`config.mk`:
```
export PLATFORM = sky130hd
export DESIGN_NAME = seq_alu_core
export DESIGN_NICKNAME = d
export VERILOG_FILES = /design/src/rtl/alu_pkg.sv /design/src/rtl/booth_mul_seq.sv /design/src/rtl/seq_alu_core.sv
export SDC_FILE = /design/constraint.sdc
export NUM_CORES = 1
export LEC_CHECK = 0
export CORE_AREA = 2 2 84 66
export DETAILED_ROUTE_END_ITERATION = 6
export DIE_AREA = 0 0 86 68
export GPL_TIMING_DRIVEN = 1
export PLACE_DENSITY = 0.79
export SLEW_MARGIN = 15
export SYNTH_ARGS = -nofsm -noshare
export SYNTH_HDL_FRONTEND = slang
export SYNTH_SLANG_ARGS = --single-unit
```
`constraint.sdc`:
```
create_clock -name clk -period 3.7 [get_ports clk]
set_input_delay 0.74 -clock clk [delete_from_list [all_inputs] [get_ports clk]]
set_output_delay 0.74 -clock clk [all_outputs]
set_load 0.03 [all_outputs]
```
`src/rtl/alu_pkg.sv`:
```
// Shared constants for the sequential ALU: default width, opcodes, FSM states.
package alu_pkg;

  localparam int unsigned N_DEFAULT = 4;

  typedef enum logic [2:0] {
    OP_ADD = 3'b000,
    OP_SUB = 3'b001,
    OP_MUL = 3'b010,
    OP_AND = 3'b011,
    OP_OR  = 3'b100,
    OP_XOR = 3'b101
  } op_e;

  typedef enum logic [1:0] {
    S_IDLE = 2'd0,
    S_CALC = 2'd1,
    S_DONE = 2'd2
  } state_e;

endpackage

```
`src/rtl/booth_mul_seq.sv`:
```
// Iterative radix-2 Booth multiplier: one recoding step per cycle, W steps.
// done/product are combinational on the final step so the caller can capture
// the product on the same edge that retires the last iteration.
module booth_mul_seq #(
  parameter int unsigned W = 6
) (
  input  logic           clk,
  input  logic           reset,
  input  logic           start,
  input  logic [W-1:0]   a,
  input  logic [W-1:0]   b,
  output logic           done,
  output logic [2*W-1:0] product
);

  // {upper (W+1, one guard bit), multiplier (W), booth bit q(-1)}
  localparam int unsigned PW = 2*W + 2;
  localparam int unsigned CW = (W > 1) ? $clog2(W) : 1;

  logic [PW-1:0] r_acc;
  logic [W:0]    r_m;
  logic [CW-1:0] r_cnt;
  logic          r_busy;

  logic [W:0]    w_upper;
  logic [PW-1:0] w_next;

  // One Booth step: add/subtract multiplicand per bit pair, then arithmetic shift.
  always_comb begin
    w_upper = r_acc[PW-1 -: W+1];
    case (r_acc[1:0])
      2'b01:   w_upper = r_acc[PW-1 -: W+1] + r_m;
      2'b10:   w_upper = r_acc[PW-1 -: W+1] - r_m;
      default: w_upper = r_acc[PW-1 -: W+1];
    endcase
    w_next = {w_upper[W], w_upper, r_acc[W:1]};
  end

  assign done    = r_busy && (r_cnt == CW'(W-1));
  assign product = w_next[2*W:1];

  // Load on start, then iterate until the final step has been applied.
  always_ff @(posedge clk) begin
    if (reset) begin
      r_acc  <= '0;
      r_m    <= '0;
      r_cnt  <= '0;
      r_busy <= 1'b0;
    end else if (start) begin
      r_acc  <= {{(W+1){1'b0}}, b, 1'b0};
      r_m    <= {a[W-1], a};
      r_cnt  <= '0;
      r_busy <= 1'b1;
    end else if (r_busy) begin
      r_acc <= w_next;
      if (done) begin
        r_busy <= 1'b0;
        r_cnt  <= '0;
      end else begin
        r_cnt <= r_cnt + 1'b1;
      end
    end
  end

endmodule

```
`src/rtl/seq_alu_core.sv`:
```
// Sequential ALU: single-cycle add/sub/logic, W-cycle Booth multiply,
// valid/ready handshake on both sides.
module seq_alu_core
  import alu_pkg::*;
#(
  parameter  int unsigned N = N_DEFAULT,
  localparam int unsigned W = N + 2
) (
  input  logic           clk,
  input  logic           reset,
  input  logic [W-1:0]   A,
  input  logic [W-1:0]   B,
  input  logic [2:0]     op,
  input  logic           in_valid,
  output logic           in_ready,
  output logic [2*W-1:0] R,
  output logic           err,
  output logic           out_valid,
  input  logic           out_ready
);

  state_e         r_state;
  logic [2*W-1:0] r_R;
  logic           r_err;

  logic           w_accept;
  logic           w_illegal;
  logic [W-1:0]   w_res;
  logic           w_mul_start;
  logic           w_mul_done;
  logic [2*W-1:0] w_mul_prod;

  assign in_ready    = (r_state == S_IDLE);
  assign out_valid   = (r_state == S_DONE);
  assign R           = r_R;
  assign err         = r_err;
  assign w_accept    = in_valid && (r_state == S_IDLE);
  assign w_mul_start = w_accept && (op == OP_MUL);

  // Single-cycle datapath evaluated on the accepting edge's operands.
  always_comb begin
    w_res     = '0;
    w_illegal = 1'b0;
    case (op)
      OP_ADD:  w_res = A + B;
      OP_SUB:  w_res = A - B;
      OP_AND:  w_res = A & B;
      OP_OR:   w_res = A | B;
      OP_XOR:  w_res = A ^ B;
      OP_MUL:  w_res = '0;
      default: w_illegal = 1'b1;
    endcase
  end

  booth_mul_seq #(.W(W)) u_mul (
    .clk     (clk),
    .reset   (reset),
    .start   (w_mul_start),
    .a       (A),
    .b       (B),
    .done    (w_mul_done),
    .product (w_mul_prod)
  );

  // Control FSM with registered result and error flag.
  always_ff @(posedge clk) begin
    if (reset) begin
      r_state <= S_IDLE;
      r_R     <= '0;
      r_err   <= 1'b0;
    end else begin
      case (r_state)
        S_IDLE: begin
          if (w_accept) begin
            if (op == OP_MUL) begin
              r_state <= S_CALC;
              r_err   <= 1'b0;
            end else begin
              r_state <= S_DONE;
              r_R     <= w_illegal ? '0 : {{W{w_res[W-1]}}, w_res};
              r_err   <= w_illegal;
            end
          end
        end
        S_CALC: begin
          if (w_mul_done) begin
            r_R     <= w_mul_prod;
            r_err   <= 1'b0;
            r_state <= S_DONE;
          end
        end
        S_DONE: begin
          if (out_ready) r_state <= S_IDLE;
        end
        default: r_state <= S_IDLE;
      endcase
    end
  end

endmodule

```
### After elaboration in Yosys (flattened, before gate mapping)

Index checks and enable logic that the tools add are counted.

* add/subtract/negate cells: 5
* equality and inequality tests: 14
* muxes and demuxes: 23
* bitwise logic cells: 3
* reductions and logical operators: 12

Operators with widths (number)
* $mux W12: 4
* $pmux W6 S5: 1
* $pmux W12 S2: 1
* $mux W7: 2
* $pmux W7 S2: 1
* $eq A3 B3 Y1 const B: 3
* $mux W2: 4
* $add A6 B6 Y7: 1
* $mux W1: 7
* $sub A6 B6 Y7: 1
* $add A6 B6 Y6: 1
* $and A6 B6 Y6: 1
* $eq A3 B2 Y1 const B: 2
* $ne A2 B1 Y1 const B: 3
* $or A6 B6 Y6: 1
* $pmux W2 S3: 1
* $reduce_and A3 Y1: 2
* $reduce_or A6 Y1: 1
* $sub A6 B6 Y6: 1
* $xor A6 B6 Y6: 1
* $eq A2 B1 Y1 const B: 2
* $eq A2 B2 Y1 const B: 2
* $reduce_and A4 Y1: 1
* $reduce_bool A2 Y1: 2
* other kinds (9): 11

* bits in registers: 38
* input bits: 19
* output and inout port bits: 15

### Longest topological paths before layout

Gate-level depths: netlist of the first run.

* word-level depth: 6
* gate-level depth with buffers: 12
* gate-level depth less buffers: 11

### By module

Synthesis of the first run repeated with hierarchy kept, for this count alone.

* cell total of the unflattened synthesis: 353
* area, all modules: 2836.5 um^2

By module, submodules not included
* booth_mul_seq: times used 1, cells an instance 171, area an instance 1420.1 um^2, seq. area each 460.4 um^2
* seq_alu_core: times used 1, cells an instance 182, area an instance 1416.4 um^2, seq. area each 300.3 um^2

### Worst setup path after synthesis of the first run

Ideal clock, no wire load.

* path type: input -> register
* start: input port op[2]
* end: register r_R[11] (netlist: R[11])
* data arrival time: 2.943 ns
* data required time: 3.568 ns
* slack: 0.626 ns
* stages on the path: 11
* cell sequence: buf_2 -> nor3b_2 -> mux2_2 -> inv_1 -> ha_1 -> nor2b_1 -> o31a_1 -> o22a_1 -> and3b_1 -> nor3_2 -> o32ai_1

* longest elaborated chain between the ends: 6
* elaborated cells between the ends (all ways): 14
* classes of those cells: eq/ne: 6; mux: 5; reduce/logical: 3

Ends and longest elaborated chain
* start: declaration: line seq_alu_core.sv:13 `input logic [2:0] op,`
* $eq A3 B3 Y1 (tied with other cells): line seq_alu_core.sv:44 `case (op)`
* $pmux W6 S5 / $reduce_or A6 Y1 (equally long branches)
* $mux W12: line seq_alu_core.sv:80 `r_R <= w_illegal ? '0 : {{W{w_res[W-1]}}, w_res};`
* $mux W12: line seq_alu_core.sv:75 `if (op == OP_MUL) begin`
* $mux W12: line seq_alu_core.sv:74 `if (w_accept) begin`
* $pmux W12 S2: line seq_alu_core.sv:72 `case (r_state)`
* end signal: assignment: line seq_alu_core.sv:80
* end signal: assignment: line seq_alu_core.sv:87 `r_R <= w_mul_prod;`
* end: declaration: line seq_alu_core.sv:23 `logic [2*W-1:0] r_R;`

Several ways; a longest one is shown, not always the timed one. The select of a mux whose other input is x is not followed.
A chain may end at the register's enable or synchronous reset.

### Worst setup path after layout of the first run

* start: input port B[1]
* end: register r_R[3] (netlist: R[3])

* longest elaborated chain between the ends: 6
* elaborated cells between the ends (all ways): 7
* classes of those cells: add/sub: 2; mux: 5

Ends and longest elaborated chain
* start: declaration: line seq_alu_core.sv:12 `input logic [W-1:0] B,`
* $sub A6 B6 Y6 / $add A6 B6 Y6 (equally long branches): line seq_alu_core.sv:46, seq_alu_core.sv:45
* $pmux W6 S5 *: line seq_alu_core.sv:44
* $mux W12 *: line seq_alu_core.sv:80
* $mux W12 *: line seq_alu_core.sv:75
* $mux W12 *: line seq_alu_core.sv:74
* $pmux W12 S2 *: line seq_alu_core.sv:72

Mark *: on every way between the ends. The rest lies on a longest branch, timed or not. The select of a mux whose other input is x is not followed.

==> metrics.md, run 1 <==
| Metric | Value |
|---|---|
| Fmax | between 200 and 300 MHz |
| CTS tree | done |
| Area delta synth->final | 18.71% |
| Die Width | between 80 and 90 um |
| Die area | around 5800 um^2 |
| Met2 Track Usage GR | 0.3643 |
| Share of layout cells above drive strength 1 | 0.07880 |
| Peak supply drop | 0.1949 mV |
| Worst-path maximum fanout | 5 |
| Area after DPL | 3128 um^2 |
| Initial Util | 0.5330 |
| Crit-path slowest cell | clkdlybuf4s50_1 |
| Clk slew on worst S/H paths | 0.08 ns |
| Worst setup EP type | register |
| Grt met3 use | 0.06152 |
| Final GP Congestion | 0.8658 |
| Synthesis-stage register bit count | 38 |
| Diodes inserted | 0 |
| Io pins | 34 |
| Global-route usage over all layers | 0.2225 |
| Die height | 68 um |
| Synth Instances | 334 |
| Final min period | roughly 3.3 ns |
| Largest area contributor in the netlist | dfxtp_1 |
| Worst-Margin Slew | 0.7822 ns |
| Vias in the first global route | 2,208 |
| Min-Delay Path Class | register to register |
| Drt wl/cell | roughly 15 um |
| Grt total ovfl | 0 |
| CP Data Required Time | a little under 4 ns |
| RSZ-0062 raised after global routing | false |
| Final hold viol count | 0 |
| Post-detail-place hpwl | 4961 um |
| Power Dens Cells | around 330 nW/um^2 |
| Via Count | 2,451 |
| Synth warnings | 0 |
| WP buf/inv | 3 |
| Design area | approximately 3200 um^2 |
| Prevailing post-synth register cell | dfxtp_1 |
| Slew HR | 0.4775 |
| Largest net degree at the start of global routing | 25 |
| Final Setup Violations | 0 |
| Setup crit start kind | primary input |
| First-pass GRT wire length | 10,220 um |
| Busiest grt layer | met2 |
| CTS sink count | 38 |
| Routed wire length | 6384 um |
| Mapped Nets | between 300 and 400 |
| Layout Nets | 416 |
| Delay-heaviest family, CP | compound AO/OA/AOI/OAI gates |
| Yosys top cell area share | 0.2802 |
| Max Root-Sink Buffers | 2 |
| Kind of critical path | primary input to register |
| Placement Rows | 23 |
| Grt met1 use | 0.2947 |
| Synth top area cells | dfxtp_1 28%, ha_1 13%, mux2i_1 7.4% |
| Hold buffer count at cts | 0 |
| Outcome | complete, no violations |
| FILL cells | 426 |
| Final Skew | 0.007107 ns |
| Mean Syn Cell Area | 8.129 um^2 |
| Setup Fix Bufs, Post-CTS | 0 |
| Critical Path AT | 3.55 ns |
| Routed Antenna Nets | 0 |
| DRT Pass-1 Iters | 4 |
| Post-synth ARST share | 0 |
| Root buffer cell | clkbuf_8 |
| TritonCTS buffer count | 5 |
| H-tree level count | 2 |
| Setup TNS Final | 0 ns |
| Period utilisation layout | 0.9043 |
| DRC | 0 |
| Critical path's largest stage delay | 0.54 ns |
| Sequential share of the synthesized area | 0.2802 |
| Maxcap violations | 0 |
| Max-slew violations | 0 |
| Worst-Skew Late Latency | 0.29 ns |
| CTS resizes | 0 |
| IO Port Bufs | 33 |
| Number of synthesized flops with an enable pin | 0 |
| Syn Std Cell Area | 2715 um^2 |
| Core Footprint | a little over 5000 um^2 |
| P_leak | 1.309 nW |
| Crit path cell chain | clkdlybuf4s50_1 -> inv_1 -> ha_1 -> mux2_2 -> inv_1 -> ha_1 -> nor2b_1 -> o31a_1 -> a2111oi_0 -> a221o_1 -> a22oi_1 -> a211oi_1 |
| Drt initial violations | 157 |
| DR vias/cell | 5.700 |
| Synth unique cells | between 40 and 50 |
| Initial antenna violation count | 0 |
==> synth_stat cells (4+ instances only) <==
library cell / instances
a211oi_1: 21
a21oi_1: 13
buf_2: 5
clkbuf_1: 9
dfxtp_1: 38
ha_1: 28
inv_1: 24
mux2i_1: 20
nand2_1: 19
nand2b_1: 7
nor2_1: 52
nor2b_1: 7
nor3_1: 7
o211ai_1: 4
o21ai_0: 18
xnor2_1: 10
==> placed cells by master (no fill, tap or decap), drive strengths merged, types with 2 or more instances in the layout <==
cell | netlist | routed
clkdlybuf4s50 | 0 | 33
or3 | 3 | 3
a2111oi | 3 | 3
a22oi | 3 | 3
a31oi | 3 | 3
nand3 | 2 | 2
dfxtp | 38 | 38
nor2 | 52 | 52
a21oi | 13 | 13
clkbuf | 9 | 6
nor3 | 9 | 9
inv | 24 | 24
buf | 8 | 10
o21ai | 18 | 18
o21a | 2 | 2
ha | 28 | 28
xnor2 | 10 | 10
and2 | 2 | 2
o31a | 2 | 2
nor2b | 7 | 7
mux2 | 3 | 3
nand2b | 7 | 7
a211oi | 22 | 22
a22o | 2 | 2
mux2i | 20 | 20
o211ai | 4 | 4
nor3b | 2 | 2
or2 | 3 | 3
o221ai | 2 | 2
fa | 2 | 2
nand2 | 19 | 19
==> state kept, by name, summed over array words and instances (netlist names) <==
signal,cells
u_mul.r_acc,13
R,12
u_mul.r_m,6
u_mul.r_cnt,3
r_state,2
err,1
u_mul.r_busy,1
==> layout make-up <==
type                       count  area, um^2  area share
clock buffer                   6       82.58     0.02562
clock inverter                 2       12.51    0.003882
inverter                      24       90.09     0.02795
multi-input combinational    255        1794      0.5567
sequential                    38       760.7      0.2360
tap                           62       77.57     0.02407
timing repair buffer          43       405.4      0.1258
==> per-stage QoR <==
stage          utilization  cells  setup WS, ns  power [mW]  hold WS [ns]
2_1_floorplan            -    334        0.6258      0.6617        0.4604
3_3_place_gp        0.6141    422        0.2069      0.7602        0.4443
3_5_place_dp        0.6141    422        0.1004      0.7684        0.4712
4_1_cts             0.6328    430        0.3947       1.062        0.4822
5_1_grt             0.6328    430        0.2207       1.118        0.5029
6_report            0.6328    430        0.3542       1.058        0.4772
==> power breakdown <==
| part | switching [mW] | internal [mW] | total [mW] |
|---|---|---|---|
| Sequential | 0.0163 | 0.430 | 0.447 |
| Combinational | 0.171 | 0.145 | 0.316 |
| Clock | 0.146 | 0.150 | 0.296 |
| Total | 0.333 | 0.725 | 1.06 |
==> metal layers <==
metal | wire [um] | up-vias | part of all wire
li1 | - | 1245 | -
met1 | 3065 | 1143 | 0.48
met2 | 2934 | 59 | 0.46
met3 | 352 | 4 | 0.055
met4 | 31 | 0 | 0.0049
met5 | 0 | - | 0
==> cell families (layout without fill, tap and decap cells) <==
| group | count (synthesis) | in the layout | synth area share |
|---|---|---|---|
| xor gates and xnor gates | 11 | 11 | 0.03548 |
| AOI/OAI and AO/OA | 80 | 80 | 0.2000 |
| muxes | 23 | 23 | 0.08617 |
| adders and majority gates | 30 | 30 | 0.1438 |
| buffers and inverters | 41 | 75 | 0.05898 |
| DFF | 38 | 38 | 0.2802 |
| and+or+nand+nor | 111 | 111 | 0.1954 |
==> final timing paths <==
kind | startpoint | endpoint | slack (ns) | depth (start not counted)
worst max-delay path | B[1] | R[3] | 0.35 | 12
worst min-delay path | R[2] | R[2] | 0.48 | 2
worst max register to register | u_mul.r_m[0] | R[11] | 0.81 | 10
worst min register to register | R[2] | R[2] | 0.48 | 2
==> worst reg2reg max path: stages (launching register included) <==
cell	delay [ns]
dfxtp_1	0.42
inv_1	0.09
ha_1	0.29
mux2i_1	0.12
fa_1	0.48
a211oi_1	0.27
o21ai_0	0.18
and4_4	0.17
or3_1	0.37
xor2_1	0.25
o32ai_1	0.13
Note: power is estimated with default switching activity, not from simulation.
==> run 2: changes to the inputs <==
--- a/config.mk
+++ b/config.mk
@@ -10,6 +10,7 @@
 export DIE_AREA = 0 0 86 68
 export GPL_TIMING_DRIVEN = 1
 export PLACE_DENSITY = 0.79
+export RECOVER_POWER = 50
 export SLEW_MARGIN = 15
 export SYNTH_ARGS = -nofsm -noshare
 export SYNTH_HDL_FRONTEND = slang
==> metrics.md, run 2 (synthesis results as in run 1) <==
| Metric | Value |
|---|---|
| Max reg flops | 13 (unchanged) |
| Final hold viol count | 0 (unchanged) |
| Hold buffer count at cts | 0 (unchanged) |
| Crit path cell chain | dlygate4sd3_1 -> nor3b_2 -> mux2_2 -> inv_1 -> ha_1 -> nor2b_1 -> o31a_1 -> a2111oi_0 -> a221o_1 -> a22oi_1 -> a211oi_1 |
| Max-slew violations | 0 (unchanged) |
| Commonest non-fill, non-tap cell in the layout | nor2_1 |
| Power share of the combinational group | 0.294 (-0.004) |
| Worst-path maximum fanout | 2 (-3) |
| Share of layout cells above drive strength 1 | 0.07337 (-0.005435) |
| Initial Util | 0.5330 (unchanged) |
| Core Footprint | 5094 um^2 (unchanged) |
| Routed wire length | 6402 um (+0.28%) |
| Final Setup Violations | 0 (unchanged) |
| Final non-filler cell total | 430 (unchanged) |
| Grt total ovfl | 0 (unchanged) |
| Most frequent cells in the layout | 52 x nor2_1, 38 x dfxtp_1, 28 x ha_1, 24 x inv_1, 21 x a211oi_1 |
| Largest reg by FF count | u_mul.r_acc |
| Setup Fix Bufs, Post-CTS | 0 (unchanged) |
| P_leak | 1.337 nW (+2.1%) |
| DRT Pass-1 Iters | 4 (unchanged) |
| Critical Path AT | 3.56 ns (about the same) |
| Max Root-Sink Buffers | 2 (unchanged) |
| Setup TNS Final | 0 ns (unchanged) |
| Slew HR | 0.4651 (-0.01236) |
| Worst setup EP type | register |
| Layout Nets | 416 (unchanged) |
| Kind of critical path | primary input to register |
| CTS resizes | 0 (unchanged) |
| Placement Rows | 23 (unchanged) |
| Final GP Congestion | 0.8658 (unchanged) |
| Worst-Skew Late Latency | 0.29 ns (about the same) |
| Largest net degree at the start of global routing | 25 (unchanged) |
| H-tree level count | 2 (unchanged) |
| Via Count | 2,470 (+0.78%) |
| Peak supply drop | 0.1949 mV (about the same) |
| TritonCTS buffer count | 5 (unchanged) |
| Crit-path slowest cell | dlygate4sd3_1 |
| Setup crit start kind | primary input |
| Vias in the first global route | 2,208 (unchanged) |
| CP Data Required Time | 3.91 ns (about the same) |
| Drt wl/cell | 14.89 um (+0.28%) |
| CTS tree | done |
| Outcome | complete, no violations |
| Root buffer cell | clkbuf_8 |
| Routed Antenna Nets | 0 (unchanged) |
| Global-route usage over all layers | 0.2225 (unchanged) |
| Clk slew on worst S/H paths | 0.08 ns (about the same) |
| Min-Delay Path Class | register to register |
| Switching Fraction | 0.3183 (+0.003197) |
| Die Width | 86 um (unchanged) |
| Final worst slack | 0.3420 ns (-0.01221 ns) |
| Final min period | 3.358 ns (+0.01221 ns) |
| CTS sink count | 38 (unchanged) |
| Die area | 5848 um^2 (unchanged) |
| Period utilisation layout | 0.9076 (+0.003299) |
| DRC | 0 (unchanged) |
| Io pins | 34 (unchanged) |
| IO Port Bufs | 33 (unchanged) |
| Critical path's largest stage delay | 0.54 ns (about the same) |
| DR vias/cell | 5.744 (+0.78%) |
| First-pass GRT wire length | 10,220 um (unchanged) |
| Worst-Margin Slew | 0.8007 ns (+0.01850 ns) |
| Die height | 68 um (unchanged) |
| Register share of total power | 0.423 (about the same) |
| Final Skew | 0.008893 ns (+0.001785 ns) |
| Internal power | 0.7185 mW (-0.88%) |
| Diodes inserted | 0 (unchanged) |
| RSZ-0062 raised after global routing | false |
| Power Dens Cells | 327.8 nW/um^2 (-0.19%) |
| Dpl cells | 422 (unchanged) |
| Initial antenna violation count | 0 (unchanged) |
| Area delta synth->final | 18.43% |
| Sw Pwr | 0.3354 mW (+0.59%) |
| Dpl ws | 0.1004 ns (unchanged) |
| WP buf/inv | 2 (-1) |
| Drt initial violations | 146 (-7.0%) |
| Delay-heaviest family, CP | compound AO/OA/AOI/OAI gates |
| Fmax | 297.8 MHz (-0.36%) |
| Post-detail-place hpwl | 4961 um (unchanged) |
| Maxcap violations | 0 (unchanged) |
| Clock Power Share | 0.283 (+0.003) |
## run 2: final timing paths
| path | from | end | slack (ns) | depth (start not counted) |
|---|---|---|---|---|
| max reg2reg | u_mul.r_m[0] | R[11] | 0.81 | 10 |
| max | op[0] | R[3] | 0.34 | 11 |
| min | R[2] | R[2] | 0.47 | 2 |
| min reg2reg | R[2] | R[2] | 0.47 | 2 |
## run 2: layout make-up
cell class,count,area (um^2)
multi-input combinational,255,1794
inverter,24,90.09
clock buffer,6,82.58
timing repair buffer,43,397.9
clock inverter,2,12.51
sequential,38,760.7
tap,62,77.57
fill,425,1878
## run 2: metal layers
layer	vias up	GRT usage	share of wire
li1	1243	-	-
met1	1145	0.2947	0.47
met2	76	0.3643	0.45
met3	6	0.06152	0.067
met4	0	0.04960	0.0078
met5	-	0	0
## run 2: per-stage QoR
stage	power, mW	hold slack, ns	area (um^2)	utilization
after floorplan	0.6617	0.4604	2715	-
after global placement	0.7602	0.4443	3128	0.6141
after detailed placement	0.7684	0.4712	3128	0.6141
after CTS	1.062	0.4822	3223	0.6328
after global routing	1.112	0.4998	3216	0.6313
final	1.054	0.4740	3216	0.6313
## run 2: power by group through the flow
stage	Combinational, mW	Sequential, mW	Clock, mW
floorplan	0.184	0.478	0
global route	0.340	0.449	0.323
finish	0.309	0.446	0.298
CTS	0.313	0.446	0.302
detailed placement	0.313	0.456	0
global placement	0.305	0.455	0
## run 2: tightest hold or removal path, cell delays in order, from the launching register on
cell,delay [ns]
dfxtp_1,0.32
nand2_1,0.05
a21oi_1,0.06
